### config.mk
export PLATFORM = sky130hd
export DESIGN_NAME = uart_cmd_parser
export DESIGN_NICKNAME = d
export VERILOG_FILES = /design/src/rtl/uart_cmd_parser.sv
export SDC_FILE = /design/constraint.sdc
export NUM_CORES = 1
export LEC_CHECK = 0
export ABC_AREA = 1
export BUFFER_PORTS_ARGS = -buffer_cell sky130_fd_sc_hd__buf_2
export CAP_MARGIN = 20
export CORE_MARGIN = 3
export CORE_UTILIZATION = 60
export CTS_BUF_LIST = sky130_fd_sc_hd__clkbuf_2
export CTS_CLUSTER_DIAMETER = 80
export DETAILED_ROUTE_END_ITERATION = 12
export GPL_TIMING_DRIVEN = 0
export PLACE_DENSITY_LB_ADDON = 0.15
export SLEW_MARGIN = 10
export SYNTH_ARGS = -nofsm -noshare
export SYNTH_HDL_FRONTEND = slang
export SYNTH_SLANG_ARGS = --single-unit
### constraint.sdc
create_clock -name clk -period 2.7 [get_ports clk]
set_clock_uncertainty 0.2 [all_clocks]
set_input_delay 0 -clock clk [delete_from_list [all_inputs] [get_ports clk]]
set_output_delay 0 -clock clk [all_outputs]
set_load 0.01 [all_outputs]
### src/rtl/uart_cmd_parser.sv
// ASCII read-command parser: "R" + 6 hex address digits + 2 hex length digits + CR/LF.
// It decodes the command into an {addr, len} request on a valid/ready handshake, with error pulses and an inter-byte timeout.
module uart_cmd_parser #(
   parameter int unsigned TIMEOUT = 27_000_000
) (
   input  logic        clk,
   input  logic        rst,
   input  logic [7:0]  rx_data,
   input  logic        rx_valid,
   output logic        rx_read,
   output logic        cmd_valid,
   input  logic        cmd_ready,
   output logic [23:0] cmd_addr,
   output logic [8:0]  cmd_len,
   output logic        err,
   output logic [1:0]  err_code
);

   localparam int TW = (TIMEOUT > 1) ? $clog2(TIMEOUT + 1) : 1;
   localparam logic [TW-1:0] TMO_LIMIT = TW'(TIMEOUT);
   localparam bit TMO_EN = (TIMEOUT != 0);

   typedef enum logic [2:0] {
      IDLE,
      ADDR,
      LEN,
      TERM,
      OUT,
      SKIP
   } state_e;

   typedef enum logic [1:0] {
      ERR_TIMEOUT = 2'd0,
      ERR_HEX     = 2'd1,
      ERR_TERM    = 2'd2,
      ERR_CMD     = 2'd3
   } err_e;

   state_e        state_q, state_nx;
   logic [2:0]    dcnt_q, dcnt_nx;
   logic [23:0]   addr_q, addr_nx;
   logic [7:0]    len_q, len_nx;
   logic [23:0]   cmd_addr_q, cmd_addr_nx;
   logic [8:0]    cmd_len_q, cmd_len_nx;
   logic          err_q, err_nx;
   err_e          err_code_q, err_code_nx;
   logic [TW-1:0] tmo_q, tmo_nx;

   logic consume;
   logic counting;
   logic tmo_hit;

   function automatic logic is_hex(input logic [7:0] b);
      return (b >= 8'h30 && b <= 8'h39) ||
             (b >= 8'h41 && b <= 8'h46) ||
             (b >= 8'h61 && b <= 8'h66);
   endfunction

   // Letters share the low nibble 1..6 in both cases, so A..F / a..f map to low nibble + 9.
   function automatic logic [3:0] hex_nib(input logic [7:0] b);
      return (b <= 8'h39) ? b[3:0] : (b[3:0] + 4'd9);
   endfunction

   function automatic logic is_eol(input logic [7:0] b);
      return (b == 8'h0D) || (b == 8'h0A);
   endfunction

   assign rx_read   = rx_valid && !rst && (state_q != OUT);
   assign consume   = rx_valid && rx_read;
   assign cmd_valid = (state_q == OUT);
   assign cmd_addr  = cmd_addr_q;
   assign cmd_len   = cmd_len_q;
   assign err       = err_q;
   assign err_code  = err_code_q;

   assign counting = (state_q == ADDR) || (state_q == LEN) ||
                     (state_q == TERM) || (state_q == SKIP);
   // A consumed byte always beats an expiring counter.
   assign tmo_hit  = TMO_EN && counting && !consume && (tmo_q == TMO_LIMIT);

   always_comb begin
      // NOTE: every variable gets a default first, so no path through the case leaves one unassigned and infers a latch.
      state_nx    = state_q;
      dcnt_nx     = dcnt_q;
      addr_nx     = addr_q;
      len_nx      = len_q;
      cmd_addr_nx = cmd_addr_q;
      cmd_len_nx  = cmd_len_q;
      err_nx      = 1'b0;
      err_code_nx = err_code_q;
      tmo_nx      = tmo_q;

      if (consume) begin
         tmo_nx = '0;
      end else if (TMO_EN && counting && !tmo_hit) begin
         tmo_nx = tmo_q + 1'b1;
      end

      unique case (state_q)
         IDLE: begin
            if (consume) begin
               if (rx_data == 8'h52 || rx_data == 8'h72) begin
                  state_nx = ADDR;
                  addr_nx  = '0;
                  dcnt_nx  = '0;
               end else if (!(is_eol(rx_data) || rx_data == 8'h20)) begin
                  state_nx    = SKIP;
                  err_nx      = 1'b1;
                  err_code_nx = ERR_CMD;
               end
            end
         end

         ADDR: begin
            if (consume) begin
               if (is_hex(rx_data)) begin
                  addr_nx = {addr_q[19:0], hex_nib(rx_data)};
                  if (dcnt_q == 3'd5) begin
                     state_nx = LEN;
                     dcnt_nx  = '0;
                  end else begin
                     dcnt_nx = dcnt_q + 3'd1;
                  end
               end else begin
                  state_nx    = SKIP;
                  err_nx      = 1'b1;
                  err_code_nx = ERR_HEX;
               end
            end else if (tmo_hit) begin
               state_nx    = IDLE;
               err_nx      = 1'b1;
               err_code_nx = ERR_TIMEOUT;
            end
         end

         LEN: begin
            if (consume) begin
               if (is_hex(rx_data)) begin
                  len_nx = {len_q[3:0], hex_nib(rx_data)};
                  if (dcnt_q == 3'd1) begin
                     state_nx = TERM;
                  end else begin
                     dcnt_nx = dcnt_q + 3'd1;
                  end
               end else begin
                  state_nx    = SKIP;
                  err_nx      = 1'b1;
                  err_code_nx = ERR_HEX;
               end
            end else if (tmo_hit) begin
               state_nx    = IDLE;
               err_nx      = 1'b1;
               err_code_nx = ERR_TIMEOUT;
            end
         end

         TERM: begin
            if (consume) begin
               if (is_eol(rx_data)) begin
                  state_nx    = OUT;
                  cmd_addr_nx = addr_q;
                  cmd_len_nx  = (len_q == 8'd0) ? 9'd256 : {1'b0, len_q};
               end else begin
                  state_nx    = SKIP;
                  err_nx      = 1'b1;
                  err_code_nx = ERR_TERM;
               end
            end else if (tmo_hit) begin
               state_nx    = IDLE;
               err_nx      = 1'b1;
               err_code_nx = ERR_TIMEOUT;
            end
         end

         SKIP: begin
            if (consume) begin
               if (is_eol(rx_data)) begin
                  state_nx = IDLE;
               end
            end else if (tmo_hit) begin
               state_nx    = IDLE;
               err_nx      = 1'b1;
               err_code_nx = ERR_TIMEOUT;
            end
         end

         OUT: begin
            if (cmd_ready) begin
               state_nx = IDLE;
            end
         end

         default: state_nx = IDLE;
      endcase
   end

   always_ff @(posedge clk) begin
      // NOTE: state is written with non-blocking assignments so every register samples the pre-edge values.
      if (rst) begin
         state_q    <= IDLE;
         dcnt_q     <= '0;
         addr_q     <= '0;
         len_q      <= '0;
         cmd_addr_q <= '0;
         cmd_len_q  <= '0;
         err_q      <= 1'b0;
         err_code_q <= ERR_TIMEOUT;
         tmo_q      <= '0;
      end else begin
         state_q    <= state_nx;
         dcnt_q     <= dcnt_nx;
         addr_q     <= addr_nx;
         len_q      <= len_nx;
         cmd_addr_q <= cmd_addr_nx;
         cmd_len_q  <= cmd_len_nx;
         err_q      <= err_nx;
         err_code_q <= err_code_nx;
         tmo_q      <= tmo_nx;
      end
   end

endmodule
---- After elaboration in Yosys (flattened, before gate mapping) ----
Index checks and enable logic that the tools add are counted.
operators by class
  add/sub/neg operators ................... 3
  $mul .................................... 0
  div/mod/pow operators ................... 0
  magnitude comparators ................... 6
  equality and inequality tests ........... 31
  shifts and indexed selects .............. 0
  muxes and demuxes ....................... 52
  bitwise logic cells ..................... 0
  reduce and logical (&&, ||, !) cells .... 33
operators by type and width
  operator                                                           count
  2-to-1 mux 24 bit                                                  4
  2-to-1 mux 3 bit                                                   22
  one-hot mux 24 bit (2 select lines)                                1
  adder 25 x 1 -> 25 bit, second input constant                      1
  == test 25 bit, second input constant                              1
  2-to-1 mux 2 bit                                                   9
  one-hot mux 3 bit (6 select lines)                                 1
  == test 8 x 4 -> 1 bit, second input constant                      2
  == test 8 x 7 -> 1 bit, second input constant                      2
  greater-or-equal comparator 8 x 7 -> 1 bit, second input constant  2
  less-or-equal comparator 8 x 7 -> 1 bit, second input constant     2
  != test 2 bit, second input constant                               8
  != test 3 bit, second input constant                               4
  2-to-1 mux 1 bit                                                   10
  == test 3 bit, second input constant                               3
  logical AND 1 bit                                                  9
  2-to-1 mux 9 bit                                                   1
  one-hot mux 3 bit (3 select lines)                                 1
  == test 8 x 6 -> 1 bit, second input constant                      1
  greater-or-equal comparator 8 x 6 -> 1 bit, second input constant  1
  less-or-equal comparator 8 x 6 -> 1 bit, second input constant     1
  zero test 8 bit                                                    1
  logical OR 1 bit                                                   8
  != test 4 x 3 -> 1 bit, second input constant                      2
  20 further kinds                                                   28
storage, ports and cells
  register bits after elaboration ......... 99
  latch bits .............................. 0
  bits in writable memories ............... 0
  bits in read-only memories .............. 0
  input bits .............................. 12
  memories kept ........................... 0

---- Longest topological paths before layout ----
Gate-level depths: netlist of run 1.
  word-level depth ........................ 10
  depth in mapped cells ................... 13

---- Worst setup path before layout of run 1 ----
OpenSTA, ideal clock, no wires.
  path kind ............................... reg-to-reg
  start point ............................. reg tmo_q[0]
  end point ............................... reg tmo_q[17]
  arrival ................................. 1.412 ns
  slack ................................... 0.955 ns
  cell stages (with the launch flop) ...... 13
  path buffers ............................ 1
  cells stage by stage .................... dfxtp_1 -> inv_1 -> ha_1 -> nand2_1 -> nor2_1 -> nand3_2 -> nor2_2 -> nand2_4 -> nand2_8 -> inv_4 -> buf_4 -> nand2_1 -> a21oi_1
on the way
  cells in the longest elaborated chain, start to end .. 4
  elaborated cells on any way between the ends .. 5
  classes of those cells .................. add/sub (1); eq/ne (1); reduce/logical (3)
RTL lines
  item                                                                            RTL line  RTL
  from (decl)                                                                     47        logic [TW-1:0] tmo_q, tmo_nx;
  from (signal assigned)                                                          218       tmo_q <= tmo_nx;
  parallel branches: the longest is 4 deep, another holds adder 25 x 1 -> 25 bit  n/a
Several ways; the timed one is not identified.
A chain may end at the register's enable or synchronous reset.

---- Final worst setup path of run 1 ----
  start point ............................. in rx_data[1]
  end point ............................... reg len_q[2]
on the way
  cells in the longest elaborated chain, start to end .. 5
  elaborated cells on any way between the ends .. 14
  classes of those cells .................. add/sub (1); order compare (6); mux (1); reduce/logical (6)
RTL lines
  item                                                                RTL line  RTL
  from (decl)                                                         8         input logic [7:0] rx_data,
  greater-or-equal comparator 8 x 6 -> 1 bit (tied with other cells)  54        return (b >= 8'h30 && b <= 8'h39) ||
  logical AND 1 bit (on tied branches)                                54, 55
  logical OR 1 bit                                                    54
  logical OR 1 bit                                                    55        (b >= 8'h41 && b <= 8'h46) ||
  AND reduction 3 bit (no source line)                                n/a
  to (signal assigned)                                                213       len_q <= len_nx;
  to (decl)                                                           42        logic [7:0] len_q, len_nx;
Parallel ways exist; a longest one is shown, timed or not.

==> results.md, run 1 <==
- Status: finished, violations left
- Failing checks: negative setup slack
- Sequential share of the synthesized area: 39.2%
- Initial antenna violation count: 0
- # DRC: 0
- Met3 routed wirelength: 903 um
- M1 WL: 5.98 mm
- EDFF count, synth: 0
- Critical-path top delay cell: dlygate4sd3_1
- Synthesis-to-finish area growth: 15.0%
- Netlist cell types: 40
- CP dominant cell by count: nand2_1
- Placed insts: 898
- Crit path required time: 3.04 ns
- Fin. max-slew vios: 0
- # diodes: 0
- Root Buffer: clkbuf_2
- Dominant cell by count in the synthesized netlist: nand2_1
- Fin crit share: 100%
- CTS Buffer Depth: 2
- Vias per cell: 5.57
- Synth warnings: 0
- Top sig layer: met4
- Vias in the first global route: 4885
- Worst Path Buf+Inv: 7
- Reg-to-Reg Start: state_q[1]
- Nets: 854
- Sink Count: 99
- Yosys top cell by area: dfxtp_1
- Core region area: 0.00797 mm^2
- Fin. Hold Viols: 0
- Pwr Density: 690 mW/mm^2
- Chip height: 97.8 um
- Antenna viol nets, final: 0
- Reg2reg setup slack: 0.10 ns
- Crit. End Element: register
- Max Clk Rate: 0.369 GHz
- Post-synth top cells: 172 x nand2_1, 137 x nor2_1, 99 x dfxtp_1
- Clk_lat worst skew: 0.58 ns
- GRT Total Usage: 27.7%
- GR Overflow Total: 0
- Share of cells above drive strength 1: 14.1%
- Fin Hold WS: 0.0175 ns
- WS Path Type: input pin to register
- Post-route setup slack: -0.00946 ns
- Cell Chain, Critical Path: dlygate4sd3_1 -> buf_2 -> inv_2 -> ha_2 -> inv_1 -> nand2_1 -> nand2_1 -> nand4_1 -> nand2_2 -> buf_4 -> nand2_1 -> nand2_1 -> dlygate4sd3_1 -> a31oi_1 -> dlygate4sd3_1
- Initial Util: 63.4%
- CP max stage delay: 0.60 ns
- Mapped cell area: 0.00505 mm^2
- Crit path DAT: 3.05 ns
- Non-Filler Instances: 940
- CTS buffer count: 9
- Static Leakage: 2.62 nW
- Slew HR: 63.1%
- Detailed Place HPWL: 9.66 mm
- DR WL/cell: 14.4 um
- Syn_area_per_cell: 6.75 um^2
- Die area: 0.00956 mm^2
- Ys flop type: dfxtp_1
- Via count: 5235
- RR Endpoint: len_q[3]
- GPL Wtd Cong: 0.985
- Startpoint types: input pin
- Worst-path clk slew: 0.29 ns
- Yosys reg bits: 99
- Synth async-reset ratio: 0%
- Worst Hold End: len_q[1]
- Maxcap violations: 0
- WHS Path Cells: 3
- Setup TNS: -0.00946 ns
- Pin count of the biggest net entering global routing: 20
- Initial drt markers: 320
- CTS tree: done
- PortBufs: 47
- Post-synth top area share: 39.2%
- Die Wd: 97.8 um
- First-pass GRT wire length: 22.2 mm
- Final WL: 13.6 mm
- Syn_nets: 770
- Final min period: 2.71 ns
- Met2 WL: 6.39 mm
- Hold/Removal Path Class: input pin to register
- Final setup vio count: 1
- I/O Pins: 50
- # H-tree levels: 3
- Largest fanout on the critical path: 5
- Hold_sp: rst
- VDD IR max: 0.433 mV
- Main area contributors after synthesis: dfxtp_1 39%, nand2_1 13%, nor2_1 10%, a21oi_1 6.0%, nand3_1 5.6%
- DRT Pass-1 Iters: 5
- FF-to-FF path depth: 8
- Num rows: 32
- Final Power: 4.01 mW
- RSZ-0062 raised after global routing: true
- Delay-heaviest family, CP: buffers and inverters
- Instance count of the mapped netlist: 749
- Worst Tran Pin Value: 0.554 ns
-- sequential cells by signal, indices dropped and copies added (netlist names) --
| signal | count |
|---|---|
| len_q | 8 |
| dcnt_q | 3 |
| err_code | 2 |
| cmd_len | 9 |
| tmo_q | 25 |
| err | 1 |
| cmd_addr | 24 |
| state_q | 3 |
| addr_q | 24 |
-- cells in the final DEF (no fill, tap or decap), types with 2 or more instances in the layout --
cell type      count
a21boi_0           2
a21oi_1           61
a31oi_1            2
and3_1             3
buf_2             60
buf_4              7
buf_6              4
clkbuf_1           9
clkbuf_2          10
dfxtp_1           98
dlygate4sd3_1     23
ha_1               8
inv_1             49
inv_2              9
inv_6              2
inv_8              3
nand2_1          171
nand2_2            4
nand2_4            4
nand3_1           57
nand3b_1           4
nand4_1            9
nor2_1           137
nor2_2             2
nor2_4             2
nor3_1            10
nor4_1             2
o21ai_0           50
o21ai_1            4
o21bai_1           2
xnor2_1            3
xor2_1            12
-- per-stage QoR --
stage	setup WS (ns)	area [um^2]	util, %
global placement	0.569	5420	68.0
CTS	0.0697	5790	72.7
finish	-0.00946	5810	72.9
floorplan	0.955	5050	-
detailed placement	0.520	5420	68.0
global route	-0.0925	5810	72.9
-- metal layers --
layer | vias to the layer above | track usage, %
li1 | 2579 | -
met1 | 2403 | 36.8
met2 | 218 | 46.1
met3 | 35 | 3.71
met4 | 0 | 10.1
met5 | - | 0
-- final cells by class --
type	instances	area [um^2]
multi-input cells	558	2670
fillers	681	2160
flip-flops and latches	99	1980
repair buffers	73	490
inverters	60	229
plain buffers	32	180
well taps	102	128
clock inverters	7	88.8
clock buffers	9	45.0
-- worst max-delay path by stage --
stage | from | to | slack [ns] | cells past startpoint
after floorplan | tmo_q[0] | tmo_q[17] | 0.96 | 12
after CTS | rx_data[0] | addr_q[1] | 0.07 | 16
after detailed placement | tmo_q[0] | tmo_q[16] | 0.52 | 8
after global routing | rx_data[1] | len_q[2] | -0.09 | 15
after global placement | tmo_q[0] | tmo_q[16] | 0.57 | 8
final | rx_data[1] | len_q[2] | -0.009 | 15
-- worst reg2reg max path, cell delays in order (launching register included) --
cell	delay, ns
dfxtp_1	0.64
nor2_2	0.11
a21oi_4	0.24
nand2_1	0.08
nor2_1	0.24
buf_2	0.26
o21ai_0	0.11
a31oi_1	0.15
dlygate4sd3_1	0.57
-- what timing repair did --
item,in CTS,in global routing
hold buffers,24,0
resized for setup,0,6
endpoints found under the hold margin,77,0
setup endpoints to repair,0,6
setup buffers,0,3
-- cell families after synthesis --
family / count (synthesis) / share of synthesized area, %
DFF: 99 / 39.2
xor gates and xnor gates: 15 / 2.60
buffers and inverters: 92 / 8.10
adders and majority gates: 9 / 2.23
AOI/OAI and AO/OA: 125 / 13.0
and+or+nand+nor: 409 / 34.8
-- report_power, final --
group / switching (mW) / internal, mW
clock network: 0.567 / 0.243
logic: 1.05 / 0.532
registers: 0.0820 / 1.53
(Power assumes the default switching activity.)
==> inputs of run 2 (changes only) <==
--- a/config.mk
+++ b/config.mk
@@ -6,15 +6,15 @@
 export NUM_CORES = 1
 export LEC_CHECK = 0
 export ABC_AREA = 1
-export BUFFER_PORTS_ARGS = -buffer_cell sky130_fd_sc_hd__buf_2
 export CAP_MARGIN = 20
 export CORE_MARGIN = 3
 export CORE_UTILIZATION = 60
 export CTS_BUF_LIST = sky130_fd_sc_hd__clkbuf_2
 export CTS_CLUSTER_DIAMETER = 80
 export DETAILED_ROUTE_END_ITERATION = 12
+export DONT_BUFFER_PORTS = 1
 export GPL_TIMING_DRIVEN = 0
-export PLACE_DENSITY_LB_ADDON = 0.15
+export PLACE_DENSITY = 0.73
 export SLEW_MARGIN = 10
 export SYNTH_ARGS = -nofsm -noshare
 export SYNTH_HDL_FRONTEND = slang
==> run 2 against run 1 <==
Net effect:
- combinational power hardly changed
- cell count fell by 5.1%
- wire length decreased by 4.5%
- highest routed layer unchanged
- the flow now finishes without violations
- largest power group unchanged
==> results.md, run 2 (synthesized netlist as in run 1, its figures left out) <==
- Final setup vio count: 0 (-1)
- Vias in the first global route: 4686 (-4.1%)
- Pwr Density: 693 mW/mm^2 (+0.44%)
- # DRC: 0 (unchanged)
- Initial drt markers: 257 (-20%)
- DR WL/cell: 14.5 um (+0.60%)
- Worst Setup SP: rx_data[6]
- Nets: 806 (-5.6%)
- Hold/Removal Path Class: input pin to register
- Largest fanout on the critical path: 5 (unchanged)
- Num rows: 32 (unchanged)
- Pre-CTS setup slack: 0.546 ns (+0.0254 ns)
- Static Leakage: 2.40 nW (-8.4%)
- Worst Tran Pin Value: 0.596 ns (+0.0424 ns)
- Crit path depth: 14 (-1)
- Status: finished clean
- CTS Buffer Depth: 2 (unchanged)
- Final WL: 13.0 mm (-4.5%)
- Share of cells above drive strength 1: 8.99% (-5.1 points)
- Detailed Place HPWL: 9.25 mm (-4.2%)
- Fin crit share: 96.7% (-3.6 points)
- DRT Pass-1 Iters: 5 (unchanged)
- Filler Cells Inserted: 710 (+4.3%)
- CTS tree: done
- VDD IR max: 0.366 mV (-15%)
- Clk_lat worst skew: 0.56 ns (-0.02 ns)
- Post-route setup slack: 0.0878 ns (+0.0973 ns)
- Die Wd: 97.8 um (unchanged)
- Crit path DAT: 2.89 ns (-0.16 ns)
- First-pass GRT wire length: 21.9 mm (-1.3%)
- FF-to-FF path depth: 12 (+4)
- Reg with most FFs: tmo_q
- Reg-to-Reg Start: state_q[0]
- Slew HR: 60.3% (-2.8 points)
- Pin count of the biggest net entering global routing: 19 (-5.0%)
- Max reg flops: 25 (unchanged)
- WHS Path Cells: 7 (+4)
- Startpoint types: input pin
- Initial antenna violation count: 0 (unchanged)
- Worst Path Buf+Inv: 5 (-2)
- Sink Count: 99 (unchanged)
- Setup crit end: state_q[0]
- Fin. Hold Viols: 0 (unchanged)
- Antenna viol nets, final: 0 (unchanged)
- Synthesis-to-finish area growth: 10.1%
- Final min period: 2.61 ns (-0.0973 ns)
- Initial Util: 63.4% (unchanged)
- Critical-path top delay cell: dlygate4sd3_1
- Cell Chain, Critical Path: dlygate4sd3_1 -> inv_1 -> nand2_1 -> nor2_1 -> dlygate4sd3_1 -> nand2_2 -> nand3_1 -> nand2_1 -> dlygate4sd3_1 -> nor2_2 -> nand3_2 -> inv_1 -> nand2_1 -> a21oi_1
- GR Overflow Total: 0 (unchanged)
- Crit path required time: 2.98 ns (-0.06 ns)
- Via count: 4954 (-5.4%)
- Maxcap violations: 0 (unchanged)
- GPL Wtd Cong: 0.968 (-1.7%)
- Commonest cells after routing, fill and taps aside: 170 x nand2_1, 135 x nor2_1, 96 x dfxtp_1, 61 x a21oi_1, 56 x nand3_1
- GRT Total Usage: 27.4% (-0.29 points)
- Chip height: 97.8 um (unchanged)
- Die area: 0.00956 mm^2 (unchanged)
- # diodes: 0 (unchanged)
- # H-tree levels: 3 (unchanged)
- PortBufs: 0 (-100%)
- CP max stage delay: 0.65 ns (+0.05 ns)
- Reg2reg setup slack: 0.11 ns (about the same)
- Non-Filler Instances: 892 (-5.1%)
- Max Clk Rate: 0.383 GHz (+3.7%)
- Placed insts: 851 (-5.2%)
- Delay-heaviest family, CP: buffers and inverters
- Root Buffer: clkbuf_2
- Fin. max-slew vios: 0 (unchanged)
- Worst-path clk slew: 0.27 ns (-0.02 ns)
- Vias per cell: 5.55 (-0.28%)
- Commonest non-fill, non-tap cell in the layout: nand2_1
- RR Endpoint: state_q[0]
- I/O Pins: 50 (unchanged)
- WS Path Type: input pin to register
- Crit. End Element: register
- Core region area: 0.00797 mm^2 (unchanged)
- CTS buffer count: 9 (unchanged)
[run 2: final cells by class]
| class | count | area, um^2 | share of cell area, % |
|---|---|---|---|
| flip-flops and latches | 99 | 1990 | 35.7 |
| clock inverters | 7 | 57.6 | 1.03 |
| repair buffers | 25 | 255 | 4.59 |
| well taps | 102 | 128 | 2.29 |
| inverters | 60 | 229 | 4.12 |
| plain buffers | 32 | 180 | 3.24 |
| multi-input cells | 558 | 2680 | 48.2 |
| clock buffers | 9 | 45.0 | 0.810 |
[run 2: through the flow]
stage               util, %  TNS [ns]  hold WS [ns]  power, mW  cell area, um^2
floorplan                 -         0       -0.0186       2.77             5050
global placement       65.0         0      -0.00413       3.06             5180
detailed placement     65.0         0       0.00149       3.09             5180
CTS                    69.4         0        0.0311       3.82             5530
global route           69.8   -0.0481        0.0721       4.14             5560
finish                 69.8         0        0.0823       3.85             5560
[run 2: metal layers]
| layer | track usage, % | vias up | wire length (um) | part of all wire, % |
|---|---|---|---|---|
| met5 | 0 | - | 0 | 0 |
| met4 | 7.67 | 0 | 150 | 1.2 |
| met3 | 5.29 | 20 | 799 | 6.2 |
| met2 | 45.0 | 169 | 6030 | 47 |
| met1 | 36.9 | 2269 | 5970 | 46 |
| li1 | - | 2496 | - | - |
[run 2: repair_timing]
item	in CTS	in global routing
endpoints found under the setup margin	0	10
setup buffers	0	0
hold buffers	25	1
gates resized for setup	0	11
hold endpoints to repair	86	3
[run 2: worst register-to-register path, cell delays in order (launching register included)]
cell and delay (ns):
dfxtp_1 0.36, buf_2 0.19, nor2_2 0.22, a21oi_4 0.12, buf_6 0.17, nand3_1 0.09, nand2_1 0.05, dlygate4sd3_1 0.57
nor2_2 0.17, nand3_2 0.14, inv_1 0.10, nand2_1 0.06, a21oi_1 0.12
[run 2: power breakdown]
| group | internal, mW | switching [mW] | leakage, nW |
|---|---|---|---|
| clock network | 0.140 | 0.516 | 0.0665 |
| logic | 0.537 | 1.03 | 1.53 |
| registers | 1.54 | 0.0956 | 0.800 |
[run 2: worst min path at each step]
stage                          start         end  slack [ns]
final                     rx_data[1]   addr_q[3]        0.08
after global routing             rst  addr_q[20]        0.07
after CTS                        rst  addr_q[20]        0.03
after detailed placement  rx_data[2]    len_q[2]       0.001
after global placement    rx_data[2]    len_q[2]      -0.004
after floorplan           rx_data[2]    len_q[2]       -0.02
